File: src/rtl/ps2_pkg.sv
// Shared PS/2 decoder constants: scan codes, prefix FSM states, held-key bit map.
package ps2_pkg;

    localparam int unsigned WORD_W = 16;
    localparam int unsigned CODE_W = 8;
    localparam int unsigned HELD_W = 11;

    localparam logic [CODE_W-1:0] SC_E0 = 8'hE0;
    localparam logic [CODE_W-1:0] SC_F0 = 8'hF0;

    // Protocol/controller bytes that never represent a key.
    localparam logic [CODE_W-1:0] SC_ERR0 = 8'h00;
    localparam logic [CODE_W-1:0] SC_BAT  = 8'hAA;
    localparam logic [CODE_W-1:0] SC_ECHO = 8'hEE;
    localparam logic [CODE_W-1:0] SC_ACK  = 8'hFA;
    localparam logic [CODE_W-1:0] SC_RSND = 8'hFE;
    localparam logic [CODE_W-1:0] SC_ERR1 = 8'hFF;
    localparam logic [CODE_W-1:0] SC_E1   = 8'hE1;

    localparam logic [CODE_W-1:0] SC_UP    = 8'h75;
    localparam logic [CODE_W-1:0] SC_DOWN  = 8'h72;
    localparam logic [CODE_W-1:0] SC_LEFT  = 8'h6B;
    localparam logic [CODE_W-1:0] SC_RIGHT = 8'h74;
    localparam logic [CODE_W-1:0] SC_W     = 8'h1D;
    localparam logic [CODE_W-1:0] SC_S     = 8'h1B;
    localparam logic [CODE_W-1:0] SC_A     = 8'h1C;
    localparam logic [CODE_W-1:0] SC_D     = 8'h23;
    localparam logic [CODE_W-1:0] SC_SPACE = 8'h29;
    localparam logic [CODE_W-1:0] SC_ENTER = 8'h5A;
    localparam logic [CODE_W-1:0] SC_ESC   = 8'h76;

    typedef logic [1:0] prefix_t;
    localparam prefix_t ST_IDLE    = 2'd0;
    localparam prefix_t ST_EXT     = 2'd1;
    localparam prefix_t ST_BRK     = 2'd2;
    localparam prefix_t ST_EXT_BRK = 2'd3;

    localparam int unsigned HB_UP    = 0;
    localparam int unsigned HB_DOWN  = 1;
    localparam int unsigned HB_LEFT  = 2;
    localparam int unsigned HB_RIGHT = 3;
    localparam int unsigned HB_W     = 4;
    localparam int unsigned HB_S     = 5;
    localparam int unsigned HB_A     = 6;
    localparam int unsigned HB_D     = 7;
    localparam int unsigned HB_SPACE = 8;
    localparam int unsigned HB_ENTER = 9;
    localparam int unsigned HB_ESC   = 10;

    function automatic logic is_ignored(input logic [CODE_W-1:0] b);
        return (b == SC_ERR0) || (b == SC_BAT)  || (b == SC_ECHO) || (b == SC_ACK) ||
               (b == SC_RSND) || (b == SC_ERR1) || (b == SC_E1);
    endfunction

    // One-hot held bit for a tracked key, zero for untracked keys.
    function automatic logic [HELD_W-1:0] held_mask(input logic ext, input logic [CODE_W-1:0] code);
        logic [HELD_W-1:0] m;
        m = '0;
        if (ext) begin
            case (code)
                SC_UP:    m[HB_UP]    = 1'b1;
                SC_DOWN:  m[HB_DOWN]  = 1'b1;
                SC_LEFT:  m[HB_LEFT]  = 1'b1;
                SC_RIGHT: m[HB_RIGHT] = 1'b1;
                default:  m = '0;
            endcase
        end else begin
            case (code)
                SC_W:     m[HB_W]     = 1'b1;
                SC_S:     m[HB_S]     = 1'b1;
                SC_A:     m[HB_A]     = 1'b1;
                SC_D:     m[HB_D]     = 1'b1;
                SC_SPACE: m[HB_SPACE] = 1'b1;
                SC_ENTER: m[HB_ENTER] = 1'b1;
                SC_ESC:   m[HB_ESC]   = 1'b1;
                default:  m = '0;
            endcase
        end
        return m;
    endfunction

endpackage

File: src/rtl/ps2_key_decoder_if.sv
// Receiver byte window in, decoded key events and held-key levels out.
interface ps2_key_decoder_if;
    import ps2_pkg::*;

    logic [WORD_W-1:0] xkey;
    logic              key_valid;
    logic [CODE_W-1:0] key_code;
    logic              key_ext;
    logic              key_break;
    logic [HELD_W-1:0] held;

    modport master (output xkey, input key_valid, key_code, key_ext, key_break, held);
    modport slave  (input xkey, output key_valid, key_code, key_ext, key_break, held);
endinterface

File: src/rtl/ps2_word_settle.sv
// Synchronizes the PS/2 byte window into clk25 and strobes each newly settled word's low byte.
module ps2_word_settle
    import ps2_pkg::*;
#(
    parameter int unsigned STABLE_CYCLES = 4000
) (
    input  logic              clk25,
    input  logic              clr,
    input  logic [WORD_W-1:0] i_xkey,
    output logic              o_new_byte,
    output logic [CODE_W-1:0] o_byte
);

    localparam int unsigned CNT_W = $clog2(STABLE_CYCLES + 1);
    localparam logic [CNT_W-1:0] CNT_MAX  = CNT_W'(STABLE_CYCLES);
    localparam logic [CNT_W-1:0] CNT_LAST = CNT_W'(STABLE_CYCLES - 1);

    logic [WORD_W-1:0] r_sync1;
    logic [WORD_W-1:0] r_xs;
    logic [WORD_W-1:0] r_last_word;
    logic [CNT_W-1:0]  r_cnt;
    logic              r_new_byte;
    logic [CODE_W-1:0] r_byte;

    logic w_change;
    logic w_accept;

    // Counter restarts on the same edge xs takes a new value, so it counts cycles xs has held.
    assign w_change = (r_sync1 != r_xs);
    assign w_accept = !w_change && (r_cnt == CNT_LAST);

    always_ff @(posedge clk25 or posedge clr) begin
        if (clr) begin
            r_sync1     <= '0;
            r_xs        <= '0;
            r_cnt       <= '0;
            r_last_word <= '0;
            r_new_byte  <= 1'b0;
            r_byte      <= '0;
        end else begin
            r_sync1    <= i_xkey;
            r_xs       <= r_sync1;
            r_new_byte <= 1'b0;
            if (w_change) begin
                r_cnt <= '0;
            end else if (r_cnt != CNT_MAX) begin
                r_cnt <= r_cnt + CNT_W'(1);
            end
            if (w_accept && (r_xs != r_last_word)) begin
                r_new_byte  <= 1'b1;
                r_byte      <= r_xs[CODE_W-1:0];
                r_last_word <= r_xs;
            end
        end
    end

    assign o_new_byte = r_new_byte;
    assign o_byte     = r_byte;

endmodule

File: src/rtl/ps2_key_decoder.sv
// PS/2 scan-code decoder: E0/F0 prefix tracking, key event registers and held-key vector.
module ps2_key_decoder
    import ps2_pkg::*;
#(
    parameter int unsigned STABLE_CYCLES = 4000
) (
    input  logic            clk25,
    input  logic            clr,
    ps2_key_decoder_if.slave kb
);

    logic              w_new_byte;
    logic [CODE_W-1:0] w_byte;

    ps2_word_settle #(
        .STABLE_CYCLES (STABLE_CYCLES)
    ) u_settle (
        .clk25      (clk25),
        .clr        (clr),
        .i_xkey     (kb.xkey),
        .o_new_byte (w_new_byte),
        .o_byte     (w_byte)
    );

    prefix_t           r_state;
    prefix_t           w_state_nxt;
    logic              w_emit;
    logic              w_emit_ext;
    logic              w_emit_brk;
    logic [HELD_W-1:0] w_mask;
    logic [HELD_W-1:0] w_held_nxt;

    logic              r_key_valid;
    logic [CODE_W-1:0] r_key_code;
    logic              r_key_ext;
    logic              r_key_break;
    logic [HELD_W-1:0] r_held;

    always_ff @(posedge clk25 or posedge clr) begin
        if (clr) begin
            r_state <= ST_IDLE;
        end else begin
            r_state <= w_state_nxt;
        end
    end

    // Prefix next-state and event decode for the incoming byte.
    always_comb begin
        w_state_nxt = r_state;
        w_emit      = 1'b0;
        w_emit_ext  = (r_state == ST_EXT) || (r_state == ST_EXT_BRK);
        w_emit_brk  = (r_state == ST_BRK) || (r_state == ST_EXT_BRK);
        if (w_new_byte) begin
            if (w_byte == SC_E0) begin
                w_state_nxt = ST_EXT;
            end else if (w_byte == SC_F0) begin
                case (r_state)
                    ST_IDLE: w_state_nxt = ST_BRK;
                    ST_EXT:  w_state_nxt = ST_EXT_BRK;
                    default: w_state_nxt = r_state;
                endcase
            end else if (is_ignored(w_byte)) begin
                w_state_nxt = ST_IDLE;
            end else begin
                w_emit      = 1'b1;
                w_state_nxt = ST_IDLE;
            end
        end
        w_mask     = held_mask(w_emit_ext, w_byte);
        w_held_nxt = r_held;
        if (w_emit) begin
            w_held_nxt = w_emit_brk ? (r_held & ~w_mask) : (r_held | w_mask);
        end
    end

    always_ff @(posedge clk25 or posedge clr) begin
        if (clr) begin
            r_key_valid <= 1'b0;
            r_key_code  <= '0;
            r_key_ext   <= 1'b0;
            r_key_break <= 1'b0;
            r_held      <= '0;
        end else begin
            r_key_valid <= w_emit;
            r_held      <= w_held_nxt;
            if (w_emit) begin
                r_key_code  <= w_byte;
                r_key_ext   <= w_emit_ext;
                r_key_break <= w_emit_brk;
            end
        end
    end

    assign kb.key_valid = r_key_valid;
    assign kb.key_code  = r_key_code;
    assign kb.key_ext   = r_key_ext;
    assign kb.key_break = r_key_break;
    assign kb.held      = r_held;

endmodule

File: src/flat_wrapper.sv
// flat-port wrapper written by rule: the top's interface ports become plain ports
module ps2_key_decoder_flat import ps2_pkg::*;
#(
    parameter int unsigned STABLE_CYCLES = 4000
)
  (clk25, clr, kb_xkey, kb_key_valid, kb_key_code, kb_key_ext, kb_key_break, kb_held);
  ps2_key_decoder_if kb_i ();
  input  logic clk25;
  input  logic clr;
  input wire logic [$bits(kb_i.xkey)-1:0] kb_xkey;
  output wire logic [$bits(kb_i.key_valid)-1:0] kb_key_valid;
  output wire logic [$bits(kb_i.key_code)-1:0] kb_key_code;
  output wire logic [$bits(kb_i.key_ext)-1:0] kb_key_ext;
  output wire logic [$bits(kb_i.key_break)-1:0] kb_key_break;
  output wire logic [$bits(kb_i.held)-1:0] kb_held;
  assign kb_i.xkey = kb_xkey;
  assign kb_key_valid = kb_i.key_valid;
  assign kb_key_code = kb_i.key_code;
  assign kb_key_ext = kb_i.key_ext;
  assign kb_key_break = kb_i.key_break;
  assign kb_held = kb_i.held;
  ps2_key_decoder #(.STABLE_CYCLES(STABLE_CYCLES)) u_core (.clk25(clk25), .clr(clr), .kb(kb_i));
endmodule
File: config.mk
export PLATFORM = sky130hd
export DESIGN_NAME = ps2_key_decoder_flat
export DESIGN_NICKNAME = d
export VERILOG_FILES = /design/src/rtl/ps2_pkg.sv /design/src/rtl/ps2_key_decoder_if.sv /design/src/rtl/ps2_word_settle.sv /design/src/rtl/ps2_key_decoder.sv /design/src/flat_wrapper.sv
export SDC_FILE = /design/constraint.sdc
export NUM_CORES = 1
export LEC_CHECK = 0
export ABC_AREA = 0
export CORE_ASPECT_RATIO = 0.6
export CORE_MARGIN = 3
export CORE_UTILIZATION = 51
export DETAILED_ROUTE_END_ITERATION = 10
export GPL_ROUTABILITY_DRIVEN = 0
export GPL_TIMING_DRIVEN = 1
export PLACE_DENSITY = 0.75
export SLEW_MARGIN = 30
export SYNTH_ARGS = -nofsm -noshare
export SYNTH_HDL_FRONTEND = slang
export SYNTH_HIERARCHICAL = 1
export SYNTH_SLANG_ARGS = --single-unit
File: constraint.sdc
create_clock -name clk25 -period 1.9 [get_ports clk25]
set_clock_uncertainty 0.1 [all_clocks]
set_input_delay 0.285 -clock clk25 [delete_from_list [all_inputs] [get_ports clk25]]
set_output_delay 0.285 -clock clk25 [all_outputs]
set_load 0.1 [all_outputs]
==> results list <==
- Layout cell share with drive strength beyond 1: 44.4%
- Total count of max-transition violations in the final report: 0
- The clock tree synthesis step divided the H-tree into 3 levels.
- Pin placement for this block handled 40 I/O pins.
- Setup repair after global routing could not meet its margin everywhere.
- The count of cells in the finished layout, fillers not included, comes to 474.
- Die Area: 8430 sq um
- For the pin with the worst max-slew slack, the measured transition is ~470 ps.
- Fill cells in the final layout number ~380.
- For this configuration, the core starts out at a cell density of 54.4%.
* Via count of the first global-routing pass: roughly 2,700
- Setup crit end kind: register
- Min-delay worst type: input port to async pin
- Max IR drop VDD: approximately 0.55 mV
- Logic gate share of total power: ~4.7%
- Vertical extent of the die: between 70 and 80 um
- After layout, the worst setup slack is -259 ps.
- In the final layout, flip-flops and latches occupy between 2000 and 2500 sq um.
- Row generation in the floorplan step produced 23 rows.
- Remaining antenna violation count after routing: 0
- Number of setup violations in the final report: 31
* Final routed wire length divided by cell count: 19.9 um
- The clock network burns between 40 and 50% of the power.
* Source-to-sink clock delay at the later pin of the worst-skew pair: between 300 and 400 ps
- The tool flagged a number of max-cap violations equal to 0.
- Violations in the final reports: negative setup slack
* Num CTS Buffers: 9
- Relative contribution of sequential cells to total power: approximately half
* Beginning of the worst register-to-register path: u_core/u_settle/r_xs[2]
- Max Fanout on Critical Path: 8
- The number of different library cells used by synthesis comes to 41.
- The repair_antennas step left the layout with diodes totalling 0.
- Antenna violations before repair: 0
* Top library cells by usage in the layout, fill and taps aside: 81 x sky130_fd_sc_hd__dfrtp_1, 43 x sky130_fd_sc_hd__buf_4, 37 x sky130_fd_sc_hd__xor2_1
- Entering global routing, the biggest net connects 26 pins.
- Area of the core: between 6000 and 7000 sq um
- Sequential cells were found to cover approximately 57% of the synthesized design area.
- Global-route wire length before repair: 14,000 um
- In the global route stage, overall resource usage came out at 22.5%.
- Data required time at the worst endpoint: between 2000 and 2500 ps
- STA classifies the critical path startpoint as a register.
- Grouping stages by cell kind, the critical path spends the most delay in simple AND/OR/NAND/NOR gates.
- The final hold violation count came to 0.
- A synthesized cell averages around 13 sq um.
- For this design the total switching power over the nets is 0.000813 W.
* First-pass detailed-route iteration total: 4
* Post-route DRC: 0
- Hpwl dp: approximately 5700 um
- Before CTS, the worst setup slack after placement is -348 ps.
- TritonCTS built the clock tree.
* Normalized max-slew margin: 68.4%
- Slowest cell on the critical path: sky130_fd_sc_hd__dfrtp_2
- After routing, the total negative slack on setup checks comes to -4950 ps.
- Number of synthesized flops with an enable pin: 0
- The signal on the critical path passes through xor2_2 -> nor4_4 -> and4_4 -> nand4_4 -> buf_12 -> mux2_4.
- Post-layout minimum cycle time: between 2000 and 2500 ps
- Die X: ~120 um
- Counting every instance in the synthesized netlist gives roughly 290.
- The flow ran to the end, but the final reports show violations.
- Total wire length after detailed routing: around 9400 um
- Number of placed cells counting well taps: around 440
- Count of routing violations after the opening detailed-route iteration: roughly 190
- Switching share of total power: 22.2%
- Timing would allow up to roughly 460 MHz.
- The most used flip-flop cell after synthesis is sky130_fd_sc_hd__dfrtp_1.
- Area of the multi-input gates: between 1500 and 2000 sq um
- The tree is rooted in a sky130_fd_sc_hd__clkbuf_16.
- Total power density per cell area: 676 nW/um^2
* Arrival time of data at the critical path endpoint: 2290 ps
- Final net count: approximately 400
* Number of buffers on the longest clock path: 2
* Total number of vias: 2,608
- Synthesis produced a netlist with a net count of approximately 310.
- Most common cell after layout, fill and taps aside: sky130_fd_sc_hd__dfrtp_1
- Proportion of synthesized flip-flops having asynchronous set or reset: 100%
- P_leak: between 2 and 3 nW
- The worst path uses 114% of the clock period.
* Clock sink count: 85
- On the worst path, the slowest cell contributes a delay of between 400 and 500 ps.
- Internal Pwr Total: 0.00285 W
* Total global routing overflow: 0
* Yosys warns: 6
- CTS clk-pin slew, worst paths: around 60 ps
- Number of hold-repair buffers added at the cts stage: 0
- Input and output buffers added on the ports amount to 39.
- Count of state elements after synthesis: 85
* Via-to-Cell Ratio: 5.50
* Area delta synth->final: 44.9%
- After synthesis the cells add up to around 3700 sq um.
* Worst Setup Path Type: register to register
* Worst Setup SP: u_core/u_settle/r_xs[2]
- The number of buffers and inverters on the critical path is 1.
-- routing by layer --
layer	vias to the layer above	global-route usage (%)	part of all wire (%)
li1	1176	-	-
met2	85	35.4	50
met4	0	6.87	2.4
met5	-	0	0
met3	23	7.08	4.9
met1	1324	30.1	42
-- cell type report --
| cell class | count | share of cell area, % |
|---|---|---|
| flip-flops and latches | 85 | 39.4 |
| multi-input cells | 180 | 32.3 |
| repair buffers | 98 | 20.7 |
| clock buffers | 13 | 4.62 |
| well taps | 87 | 2.01 |
| inverters | 8 | 0.601 |
| clock inverters | 3 | 0.393 |
-- synthesized netlist by cell type (3+ instances only) --
cell type / count / area, sq um
sky130_fd_sc_hd__a21oi_1: 4 / 20.0
sky130_fd_sc_hd__and3_1: 3 / 18.8
sky130_fd_sc_hd__buf_2: 3 / 15.0
sky130_fd_sc_hd__buf_4: 8 / 60.1
sky130_fd_sc_hd__dfrtp_1: 85 / 2130
sky130_fd_sc_hd__inv_1: 8 / 30.0
sky130_fd_sc_hd__mux2_2: 15 / 169
sky130_fd_sc_hd__mux2_4: 19 / 285
sky130_fd_sc_hd__nand2_1: 12 / 45.0
sky130_fd_sc_hd__nand2b_1: 3 / 18.8
sky130_fd_sc_hd__nand3_1: 11 / 55.1
sky130_fd_sc_hd__nand4_1: 4 / 25.0
sky130_fd_sc_hd__nor2_1: 17 / 63.8
sky130_fd_sc_hd__nor3_1: 8 / 40.0
sky130_fd_sc_hd__nor4_1: 8 / 50.1
sky130_fd_sc_hd__nor4_2: 4 / 50.1
sky130_fd_sc_hd__nor4b_1: 3 / 26.3
sky130_fd_sc_hd__o21ai_0: 5 / 25.0
sky130_fd_sc_hd__xor2_1: 39 / 342
-- metrics by stage --
stage / instance area (sq um) / total power, W / util (%) / hold slack, ps
after floorplan: 3760 / 0.00197 / - / 200
after global placement: 4710 / 0.00206 / 68.4 / 278
after detailed placement: 4710 / 0.00206 / 68.4 / 278
after CTS: 5190 / 0.00366 / 75.5 / 215
after global routing: 5420 / 0.00379 / 78.8 / 269
final: 5420 / 0.00366 / 78.8 / 229
-- power groups by stage --
stage	registers (W)	clock network, W	logic [W]
floorplan	0.00190	0	0.0000699
global placement	0.00191	0	0.000149
finish	0.00188	0.00162	0.000170
detailed placement	0.00191	0	0.000151
global route	0.00188	0.00173	0.000187
CTS	0.00188	0.00162	0.000166
-- cells by family after synthesis --
logic type	share of synthesized area, %
compound gates	2.54
fa+ha+maj	0.669
simple gates	13.8
buf+inv	3.75
mux	12.7
xor+xnor	9.61
flops	56.9
-- worst paths after layout --
| kind | end | slack (ps) | cells after the start |
|---|---|---|---|
| worst max-delay path | u_core/u_settle/r_last_word[7] | -260 | 6 |
| worst min-delay path | u_core/u_settle/r_xs[3] | 230 | 2 |
| worst max register to register | u_core/u_settle/r_last_word[7] | -260 | 6 |
| worst min register to register | u_core/u_settle/r_xs[4] | 290 | 0 |
| max in group asynchronous | u_core/u_settle/r_xs[12] | 980 | 3 |
| min in group clk25 | u_core/u_settle/r_sync1[8] | 280 | 1 |
-- what timing repair did --
action,4_1_cts,5_1_grt
pin swaps,11,18
endpoints found under the setup margin,31,35
gates resized for setup,26,43
buffers inserted,12,4
No activity file was read; power rests on OpenSTA's default activity.
